## src/rtl/pcs_am_pkg.sv

```systemverilog
// Shared definitions for 100GBASE-R alignment-marker insertion: block geometry,
// lane marker bytes and the scheduler state encoding.
package pcs_am_pkg;

   localparam int         LEN_CODED_BLOCK   = 66;
   localparam logic [1:0] AM_SYNC_HEADER    = 2'b10;
   localparam int         AM_PERIOD_DEFAULT = 16384;
   localparam int         NB_LANES          = 20;

   typedef struct packed {
      logic [7:0] m0;
      logic [7:0] m1;
      logic [7:0] m2;
   } am_marker_t;

   // Marker bytes M0..M2 per PCS lane; M4..M6 are their bitwise inverses.
   localparam am_marker_t AM_LANE_TABLE [NB_LANES] = '{
      '{8'hC1, 8'h68, 8'h21},
      '{8'h9D, 8'h71, 8'h8E},
      '{8'h59, 8'h4B, 8'hE8},
      '{8'h4D, 8'h95, 8'h7B},
      '{8'hF5, 8'h07, 8'h09},
      '{8'hDD, 8'h14, 8'hC2},
      '{8'h9A, 8'h4A, 8'h26},
      '{8'h7B, 8'h45, 8'h66},
      '{8'hA0, 8'h24, 8'h76},
      '{8'h68, 8'hC9, 8'hFB},
      '{8'hFD, 8'h6C, 8'h99},
      '{8'hB9, 8'h91, 8'h55},
      '{8'h5C, 8'hB9, 8'hB2},
      '{8'h1A, 8'hF8, 8'hBD},
      '{8'h83, 8'hC7, 8'hCA},
      '{8'h35, 8'h36, 8'hCD},
      '{8'hC4, 8'h31, 8'h4C},
      '{8'hAD, 8'hD6, 8'hB7},
      '{8'h5F, 8'h66, 8'h2A},
      '{8'hC0, 8'hF0, 8'hE5}
   };

   typedef enum logic [1:0] {
      IDLE = 2'd0,
      AM   = 2'd1,
      DATA = 2'd2
   } am_state_t;

   // Out-of-range lane numbers fall back to lane 0.
   function automatic am_marker_t lane_marker(input logic [4:0] lane);
      if (lane < 5'(NB_LANES)) return AM_LANE_TABLE[lane];
      return AM_LANE_TABLE[0];
   endfunction

endpackage

```

## src/rtl/am_block_builder.sv

```systemverilog
// Combinational packer for one 66b alignment-marker block:
// {sync, M0, M1, M2, BIP3, ~M0, ~M1, ~M2, ~BIP3}, M0 in bits [63:56].
module am_block_builder
   import pcs_am_pkg::*;
#(
   parameter logic [7:0] AM_M0 = 8'hC1,
   parameter logic [7:0] AM_M1 = 8'h68,
   parameter logic [7:0] AM_M2 = 8'h21
) (
   input  logic [7:0]                 bip3,
   output logic [LEN_CODED_BLOCK-1:0] am_block
);

   logic [7:0] bip7;

   assign bip7     = ~bip3;
   assign am_block = {AM_SYNC_HEADER,
                      AM_M0, AM_M1, AM_M2, bip3,
                      ~AM_M0, ~AM_M1, ~AM_M2, bip7};

endmodule

```

## src/rtl/am_insert_scheduler.sv

```systemverilog
// Per-lane AM insertion scheduler: reserves one slot every AM_PERIOD blocks,
// stalls upstream for that slot and emits the marker carrying the closed period's BIP.
module am_insert_scheduler #(
   parameter int         LEN_CODED_BLOCK = pcs_am_pkg::LEN_CODED_BLOCK,
   parameter int         AM_PERIOD       = pcs_am_pkg::AM_PERIOD_DEFAULT,
   parameter int         NB_COUNT        = 14,
   parameter logic [7:0] AM_M0           = 8'hC1,
   parameter logic [7:0] AM_M1           = 8'h68,
   parameter logic [7:0] AM_M2           = 8'h21
) (
   input  logic                       i_clock,
   input  logic                       i_reset,
   input  logic                       i_enable,
   input  logic [LEN_CODED_BLOCK-1:0] i_data,
   input  logic                       i_valid,
   output logic                       o_ready,
   input  logic [7:0]                 i_bip3,
   output logic                       o_bip_enable,
   output logic                       o_am_insert,
   output logic [LEN_CODED_BLOCK-1:0] o_data,
   output logic                       o_valid,
   output logic                       o_am_flag
);

   import pcs_am_pkg::*;

   localparam logic [NB_COUNT-1:0] LAST_DATA = NB_COUNT'(AM_PERIOD - 1);

   am_state_t                  state_q,  state_d;
   logic [NB_COUNT-1:0]        count_q,  count_d;
   logic [LEN_CODED_BLOCK-1:0] data_q,   data_d;
   logic                       valid_q,  valid_d;
   logic                       am_q,     am_d;
   logic [LEN_CODED_BLOCK-1:0] am_block;
   logic                       transfer;

   am_block_builder #(
      .AM_M0 (AM_M0),
      .AM_M1 (AM_M1),
      .AM_M2 (AM_M2)
   ) u_am_block_builder (
      .bip3     (i_bip3),
      .am_block (am_block)
   );

   // Upstream may only move in DATA; the AM slot and a disabled lane both stall it.
   assign o_ready  = i_enable && (state_q == DATA);
   assign transfer = i_valid && o_ready;

   // NOTE: every variable gets a default before the case so no path leaves it
   // unassigned; a missing default here would infer a latch.
   always_comb begin
      state_d = state_q;
      count_d = count_q;
      data_d  = data_q;
      valid_d = 1'b0;
      am_d    = 1'b0;
      if (i_enable) begin
         unique case (state_q)
            IDLE: state_d = AM;
            AM: begin
               // The marker occupies slot 1 of the new period.
               data_d  = am_block;
               valid_d = 1'b1;
               am_d    = 1'b1;
               count_d = NB_COUNT'(1);
               state_d = DATA;
            end
            DATA: begin
               if (transfer) begin
                  data_d  = i_data;
                  valid_d = 1'b1;
                  if (count_q == LAST_DATA) begin
                     count_d = '0;
                     state_d = AM;
                  end else begin
                     count_d = count_q + NB_COUNT'(1);
                  end
               end
            end
            default: state_d = IDLE;
         endcase
      end
   end

   // NOTE: sequential state uses non-blocking assignments so every register
   // samples the pre-edge values computed above, independent of statement order.
   always_ff @(posedge i_clock or posedge i_reset) begin
      if (i_reset) begin
         state_q <= IDLE;
         count_q <= '0;
         data_q  <= '0;
         valid_q <= 1'b0;
         am_q    <= 1'b0;
      end else begin
         state_q <= state_d;
         count_q <= count_d;
         data_q  <= data_d;
         valid_q <= valid_d;
         am_q    <= am_d;
      end
   end

   assign o_data       = data_q;
   assign o_valid      = valid_q;
   assign o_bip_enable = valid_q;
   assign o_am_flag    = am_q;
   assign o_am_insert  = am_q;

endmodule

```

## config.mk

```make
export PLATFORM = sky130hd
export DESIGN_NAME = am_insert_scheduler
export DESIGN_NICKNAME = d
export VERILOG_FILES = /design/src/rtl/pcs_am_pkg.sv /design/src/rtl/am_block_builder.sv /design/src/rtl/am_insert_scheduler.sv
export SDC_FILE = /design/constraint.sdc
export NUM_CORES = 1
export LEC_CHECK = 0
export CAP_MARGIN = 10
export CORE_ASPECT_RATIO = 1.75
export CORE_MARGIN = 2
export CORE_UTILIZATION = 46
export CTS_CLUSTER_DIAMETER = 30
export DETAILED_ROUTE_END_ITERATION = 7
export PLACE_DENSITY = 0.86
export SLEW_MARGIN = 20
export SYNTH_ARGS = -nofsm -noshare
export SYNTH_HDL_FRONTEND = slang
export SYNTH_SLANG_ARGS = --single-unit
```

## constraint.sdc

```tcl
create_clock -name i_clock -period 4.3 [get_ports i_clock]
set_input_delay 1.075 -clock i_clock [delete_from_list [all_inputs] [get_ports i_clock]]
set_output_delay 1.075 -clock i_clock [all_outputs]
set_load 0.005 [all_outputs]
```

### Word-level counts from Yosys, hierarchy flattened

Cells that the tools add are included.

| storage, ports and cells | value |
|---|---|
| logic and storage cells | 31 |
| register bits | 84 |
| input bits | 78 |

| cells by class | value |
|---|---|
| multiplexer cells | 13 |
| $add $sub $neg | 1 |
| reduce and logical (&&, ||, !) cells | 6 |
| equality and inequality tests | 5 |
| bitwise logic cells | 1 |

Operators by type and width:

| operator | number |
|---|---|
| case mux 66 bit (2 select lines) | 1 |
| 2-to-1 mux 66 bit | 1 |
| 2-to-1 mux 14 bit | 2 |
| case mux 14 bit (2 select lines) | 1 |
| adder 14 x 1 -> 14 bit (second input constant) | 1 |
| equality test 14 bit (second input constant) | 1 |
| inverter 8 bit | 1 |
| case mux 2 bit (3 select lines) | 1 |
| AND reduction 3 bit | 2 |
| 2-to-1 mux 1 bit | 4 |
| 2-to-1 mux 2 bit | 2 |
| equality test 2 x 1 -> 1 bit (second input constant) | 1 |
| equality test 2 bit (second input constant) | 1 |
| logical AND 1 bit | 2 |
| logical NOT 2 bit | 1 |
| != test 2 x 1 -> 1 bit (second input constant) | 1 |
| != test 2 bit (second input constant) | 1 |
| case mux 1 bit (2 select lines) | 1 |
| nonzero test 2 bit | 1 |

### Depth between registers and ports, before layout

Gate-level depths: netlist of run 1.

| depth | value |
|---|---|
| depth after elaboration | 6 |
| gate-level depth with buffers | 8 |

### Cells and area by module

From an unflattened synthesis of run 1, not the netlist that was laid out.

| unflattened totals | value |
|---|---|
| cells, all modules | 463 |
| area total of the unflattened synthesis | 4518.1 sq um |

By module, submodules not included:

| module | cells each | times used | area each (sq um) |
|---|---|---|---|
| am_insert_scheduler | 395 | 1 | 4045.1 |
| am_block_builder | 68 | 1 | 473.0 |

### Least setup slack after synthesis of run 1

Ideal clock, no wire load.

| timing | value |
|---|---|
| kind | register to output |
| start point | register state_q[0] |
| end point | output port o_ready |
| slack | 1821 ps |
| stages on the path, launching flop included | 6 |
| data arrival time | 1404 ps |
| data required time | 3225 ps |
| cells stage by stage | dfrtp_1 inv_1 ha_1 buf_4 clkbuf_1 and2_1 |

| between the ends | value |
|---|---|
| word-level cells in the longest chain between the ends | 2 |

RTL lines:

| item | line | source |
|---|---|---|
| from (decl) | am_insert_scheduler.sv:29 | `am_state_t state_q, state_d;` |
| from (signal assigned) | am_insert_scheduler.sv:96 | `state_q <= state_d;` |
| equality test 2 bit | am_insert_scheduler.sv:47 | `assign o_ready = i_enable && (state_q == DATA);` |
| logical AND 1 bit | am_insert_scheduler.sv:47 |  |
| to (decl) | am_insert_scheduler.sv:16 | `output logic o_ready,` |

No other way between the ends.

### Final worst setup path of run 1

| timing | value |
|---|---|
| start point | input port i_enable |
| end point | output port o_ready |

| between the ends | value |
|---|---|
| word-level cells in the longest chain between the ends | 1 |

RTL lines:

| item | line | source |
|---|---|---|
| from (decl) | am_insert_scheduler.sv:13 | `input logic i_enable,` |
| logical AND 1 bit | am_insert_scheduler.sv:47 |  |

No other way between the ends.

==> impl_metrics.toml, run 1 <==
[pwr]
ir_drop_uv = 396
p_leak_nw = 2.24
power_mw = 3.47
power_density_mw_per_mm2 = 650

[yosys]
ys_seq_area_share_pct = 59.8
synth_edf_count = 0
synth_ff_type = "dfrtp_1"
synth_top_area_share_pct = 59.8
synthesis.area_mm2 = 0.00351
yosysWarnings = 0
postSynthCellCount = 282
async_reset_ff_share_pct = 100
avgSynthCellArea_um2 = 12.5
synth_fp_nets = 366
synth_seq_cells = 84
synth_area_leaders = "dfrtp_1 (60%), a22o_1 (6.5%), o22a_1 (6.2%)"
synth_top_cell_by_area = "dfrtp_1"
yosysUniqueCellTypes = 41

[floorplan]
core_mm2 = 0.00746
die_h_um = 120
die_x_um = 70.1
rows = 42
die-area_mm2 = 0.00838
start_util_pct = 47.1
pin_count = 149

[timing]
finalCritPeriodShare_pct = 81.1
tightest_slew_ns = 0.968
hold_viol_final = 0
fmax_mhz = 287
setup_viol = 0
fin_ws_ns = 0.811
slew_violations = 0
setup_tns_ns = 0
rsz0062_at_grt = "no"
maxSlewHeadroom_pct = 35.5
fin_crit_ns = 3.49
fin_skew_ns = 0.00675

[global_route]
grt_pass1_wl_um = 15600
grtUsageTotal_pct = 24.2
grt_max_degree = 50
grt_pass1_vias = 3064
antenna_found_initial = 0
gr-total-overflow = 0

[detailed_routing]
wirelength_um = 9860
post_drt_via_cell_ratio = 5.62
via_count = 2908
wl_per_cell_um = 19.1
drtIter0Drc = 209
drc_errors = 0
ant_nets = 0
firstDrtPassIters = 4

[clock_tree]
holdBufCountCts = 0
root_buffer = "clkbuf_16"
cts_buffer_depth = 2
cts_resized = 0
cts_sinks = 84
cts_tree = "built"
clk_latency_ns = 0.34
post-cts-setup-buffers = 0
cts_inserted_buffers = 9
h-tree-depth = 3
clk_pin_slew_ns = 0.06

[critical_path]
startpoint_type = "primary input"
endpoint_kind = "output port"
cp_num_buf_inv = 3
cp_slowest_cell = "clkdlybuf4s50_1"
critPathArrivalTime_ns = 2.41
cp_max_fo = 16
worst_path_largest_cell_delay_ns = 0.53
crit_required_ns = 3.22
cpLargestDelayFamily = "buffers and inverters"
r2r_slack_ns = 1.40
critPathKind = "primary input to output port"
cp_cell_sequence = "clkdlybuf4s50_1 > buf_4 > and2_1 > clkdlybuf4s50_1"
cpMostUsedCell = "clkdlybuf4s50_1"

[place]
hpwl_um = 7060
port_buffers = 148
pre_cts_slack_ns = 0.825
gp_congestion = 0.809

[flow_run]
drv_cap = 0

[finish]
syn_to_final_growth_pct = 52.0
nNetsFinal = 510
drive_above_1_share_pct = 6.53
diodes = 0

[min_path]
hold_path_class = "flop to flop"

[run_status]
status = "complete, no violations"
[path summary, 6_finish.rpt]
| check | to | start | cells after the start |
|---|---|---|---|
| hold / removal | o_data[39] | o_data[39] | 2 |
| setup / recovery | o_ready | i_enable | 4 |
| min in group asynchronous | o_data[26] | i_reset | 2 |
| setup reg to reg | count_q[11] | state_q[0] | 6 |
| max in group asynchronous | o_data[8] | i_reset | 3 |
| hold reg to reg | o_data[39] | o_data[39] | 2 |
[worst min-delay path: stages, from the launching register on]
cell	delay (ns)
dfrtp_1	0.34
nand2_1	0.04
o21ai_0	0.06
[report_power, final]
part | switching [mW] | internal (mW) | total, mW | leakage (nW)
clock network | 0.287 | 0.474 | 0.761 | 0.145
logic | 0.514 | 0.870 | 1.38 | 1.07
registers | 0.205 | 1.12 | 1.33 | 1.02
[Yosys cell counts (all sizes together) (2+ instances only)]
master and instances:
and3 4, mux2i 8, inv 5, a41oi 2
ha 6, o21ai 12, nand3 5, dfrtp 84
buf 14, clkbuf 6, nor2b 2, a21boi 2
and2 3, and4 5, or4 2, a22o 26
a31oi 2, or3 3, xor2 6, nand2 15
o22a 25, a221o 8, nor2 15, nand4 7
o31ai 2, mux2 2, a21oi 6
[kinds of logic (layout without fill, tap and decap cells)]
group                      count (synthesis)  in the layout  synth area share [%]
and+or+nand+nor                           63             63                  10.3
buffers and inverters                     25            172                  3.24
adders and majority gates                  6              6                  2.14
xor gates and xnor gates                   6              6                  1.50
DFF                                       84             84                  59.8
muxes                                     10             10                  3.03
AOI/OAI and AO/OA                         88             88                  20.0
[stage by stage]
| step | instance area [um2] | instances | hold WS (ns) | utilization [%] |
|---|---|---|---|---|
| floorplan | 3510 | 282 | 0.473 | - |
| global placement | 5050 | 503 | 0.463 | 67.7 |
| detailed placement | 5050 | 503 | 0.470 | 67.7 |
| CTS | 5340 | 517 | 0.483 | 71.6 |
| global route | 5340 | 517 | 0.509 | 71.6 |
| finish | 5340 | 517 | 0.477 | 71.6 |
[flip-flops by register name (all words and copies together), names as in the netlist]
| register | count |
|---|---|
| o_data | 66 |
| o_am_flag | 1 |
| state_q | 2 |
| o_bip_enable | 1 |
| count_q | 14 |
[layout make-up]
cell class | count | area, um2
fill | 525 | 2120
sequential | 84 | 2100
timing repair buffer | 153 | 1520
multi-input combinational | 173 | 1300
clock buffer | 12 | 256
tap | 88 | 110
clock inverter | 2 | 35.0
inverter | 5 | 20.0
[routing by layer]
layer  track usage (%)  share of wire (%)  vias up
met1              29.1                 38     1429
li1                  -                  -     1343
met3              4.53                3.6       30
met5                 0                  0        -
met2              40.8                 54      106
met4              12.7                4.3        0
[placed cells by master, fill, tap and decap left out, types with 2 or more instances in the layout]
cell	n
clkdlybuf4s50_1	148
dfrtp_1	84
a22o_1	26
o22a_1	25
nor2_1	15
nand2_1	14
o21ai_0	12
clkbuf_16	9
mux2i_1	8
a221o_1	8
nand4_1	6
xor2_1	6
ha_1	6
a21oi_1	5
buf_4	5
and3_1	4
inv_1	4
and4_1	4
and2_1	3
or3_1	3
nand3_1	3
nand3_2	2
clkinv_2	2
o31ai_1	2
or4_1	2
nor2b_1	2
a31oi_1	2
a41oi_1	2
clkbuf_8	2
Power figures use the tool's default switching activity.
==> run 2, diff against run 1 <==
- CORE_UTILIZATION: 46 -> 38
- PLACE_DENSITY: 0.86 -> 0.76
- clock period: 4.3 -> 3.1 ns (I/O delays scaled with it)
==> run 2 against run 1 <==
Compared with the run above:
- critical path depth fell by 1
- wire length rose by 3.6%
- final area rose by 1.7%
- sequential power rose by 38%
- critical path type unchanged
- critical endpoint unchanged
==> impl_metrics.toml, run 2 (synthesis results as in run 1) <==
[finish]
nNetsFinal = 513
final_cell_mix = "clkdlybuf4s50_1 (148), dfrtp_1 (84), a22o_1 (26)"
drive_above_1_share_pct = 7.39
syn_to_final_growth_pct = 54.6
ff_latch_area_mm2 = 0.00210
multiInputGateArea_mm2 = 0.00130
fillCellCount = 734
largest_register_ff_count = 66
final_common_cell = "clkdlybuf4s50_1"
post-route-util_pct = 60.1
diodes = 0

[timing]
fmax_mhz = 370
fin_skew_ns = 0.00559
setup_tns_ns = 0
slew_violations = 0
fin_crit_ns = 2.70
maxSlewHeadroom_pct = 34.5
rsz0062_at_grt = "no"
hold_viol_final = 0
finalCritPeriodShare_pct = 87.1
setup_viol = 0
tightest_slew_ns = 0.983

[global_route]
gr-total-overflow = 0
grtUsageTotal_pct = 21.0
antenna_found_initial = 0
use_met3_pct = 3.78
grt_pass1_vias = 3110
grt_pass1_wl_um = 16400
grt_max_degree = 41
top_usage_layer = "met2"
met1_usage_pct = 23.4
grt_util_met2_pct = 37.6

[detailed_routing]
wirelength_um = 10200
drtIter0Drc = 127
ant_nets = 0
drc_errors = 0
post_drt_via_cell_ratio = 5.24
firstDrtPassIters = 4
via_count = 2899
wl_per_cell_um = 18.5

[critical_path]
r2r_slack_ns = 0.67
endpoint_kind = "output port"
crit_path_start = "i_enable"
worst_path_largest_cell_delay_ns = 0.51
cp_cell_sequence = "clkdlybuf4s50_1 > and2_1 > clkdlybuf4s50_1"
cp.depth = 3
r2r-end = "count_q[11]"
ff2ff_path_depth = 6
crit_end = "o_ready"
startpoint_type = "primary input"
cpLargestDelayFamily = "buffers and inverters"
cp_num_buf_inv = 2
reg2reg_from = "state_q[0]"
crit_required_ns = 2.32
cp_slowest_cell = "clkdlybuf4s50_1"
critPathKind = "primary input to output port"
critPathArrivalTime_ns = 1.93
cpMostUsedCell = "clkdlybuf4s50_1"
cp_max_fo = 2

[flow_run]
drv_cap = 0

[floorplan]
die_h_um = 131
die-area_mm2 = 0.0101
pin_count = 149
die_x_um = 76.7
start_util_pct = 38.9
rows = 46
core_mm2 = 0.00904

[clock_tree]
cts_inserted_buffers = 9
cts_tree = "built"
holdBufCountCts = 0
h-tree-depth = 3
root_buffer = "clkbuf_16"
cts_resized = 0
clk_pin_slew_ns = 0.06
cts_sinks = 84
post-cts-setup-buffers = 0
cts_buffer_depth = 2
clk_latency_ns = 0.33

[pwr]
ir_drop_uv = 514
p_leak_nw = 2.26
power_density_mw_per_mm2 = 900

[place]
hpwl_um = 7520
port_buffers = 148
gp_congestion = 0.877

[min_path]
hold_path_class = "flop to flop"

[run_status]
status = "complete, no violations"
[run 2: cell count changes in the layout (fill, tap and decap cells not counted)]
cell        previous run  this run
buf_12                 0         1
buf_4                  5         7
bufinv_16              1         2
clkbuf_8               2         0
clkinv_2               2         3
clkinvlp_4             0         1
[run 2: final cells by class]
type	instances	area share (%)
Clock inverter	5	1.43
Timing Repair Buffer	156	28.6
Multi-Input combinational cell	173	23.9
Tap cell	120	2.76
Clock buffer	10	4.22
Inverter	5	0.369
Sequential cell	84	38.7
[run 2: how the worst min path moves through the flow]
stage / from / endpoint / slack, ns / cells past startpoint
final: o_data[36] / o_data[36] / 0.48 / 2
after global routing: o_data[14] / o_data[14] / 0.50 / 1
after CTS: o_data[36] / o_data[36] / 0.49 / 2
after detailed placement: o_data[35] / o_data[35] / 0.47 / 2
after global placement: o_data[38] / o_data[38] / 0.46 / 2
after floorplan: o_data[32] / o_data[32] / 0.47 / 2
[run 2: through the flow]
stage	hold slack [ns]	worst slack, ns	std cells	total power, mW	area [um2]
3_5_place_dp	0.470	0.348	538	3.79	5120
2_1_floorplan	0.473	0.160	282	2.57	3510
6_report	0.484	0.399	553	4.89	5430
3_3_place_gp	0.463	0.389	538	3.73	5120
5_1_grt	0.500	0.377	553	5.15	5430
4_1_cts	0.486	0.398	553	4.94	5430
[run 2: layer usage]
layer / share of wire [%] / routed length (um)
met4: 4.0 / 408
met3: 2.8 / 281
met1: 37 / 3780
met2: 56 / 5740
met5: 0 / 0
[run 2: power by group]
part,switching [mW],internal [mW],leakage [nW]
Clock,0.408,0.698,0.148
Sequential,0.276,1.55,1.02
Combinational,0.735,1.22,1.09
Total,1.42,3.47,2.26
[run 2: worst reg2reg max path, stage by stage, from the launching register on]
cell and delay (ns):
dfrtp_1 0.44, inv_1 0.14, ha_1 0.18, buf_4 0.27, mux2_4 0.27, and2_1 0.79
a31oi_1 0.18
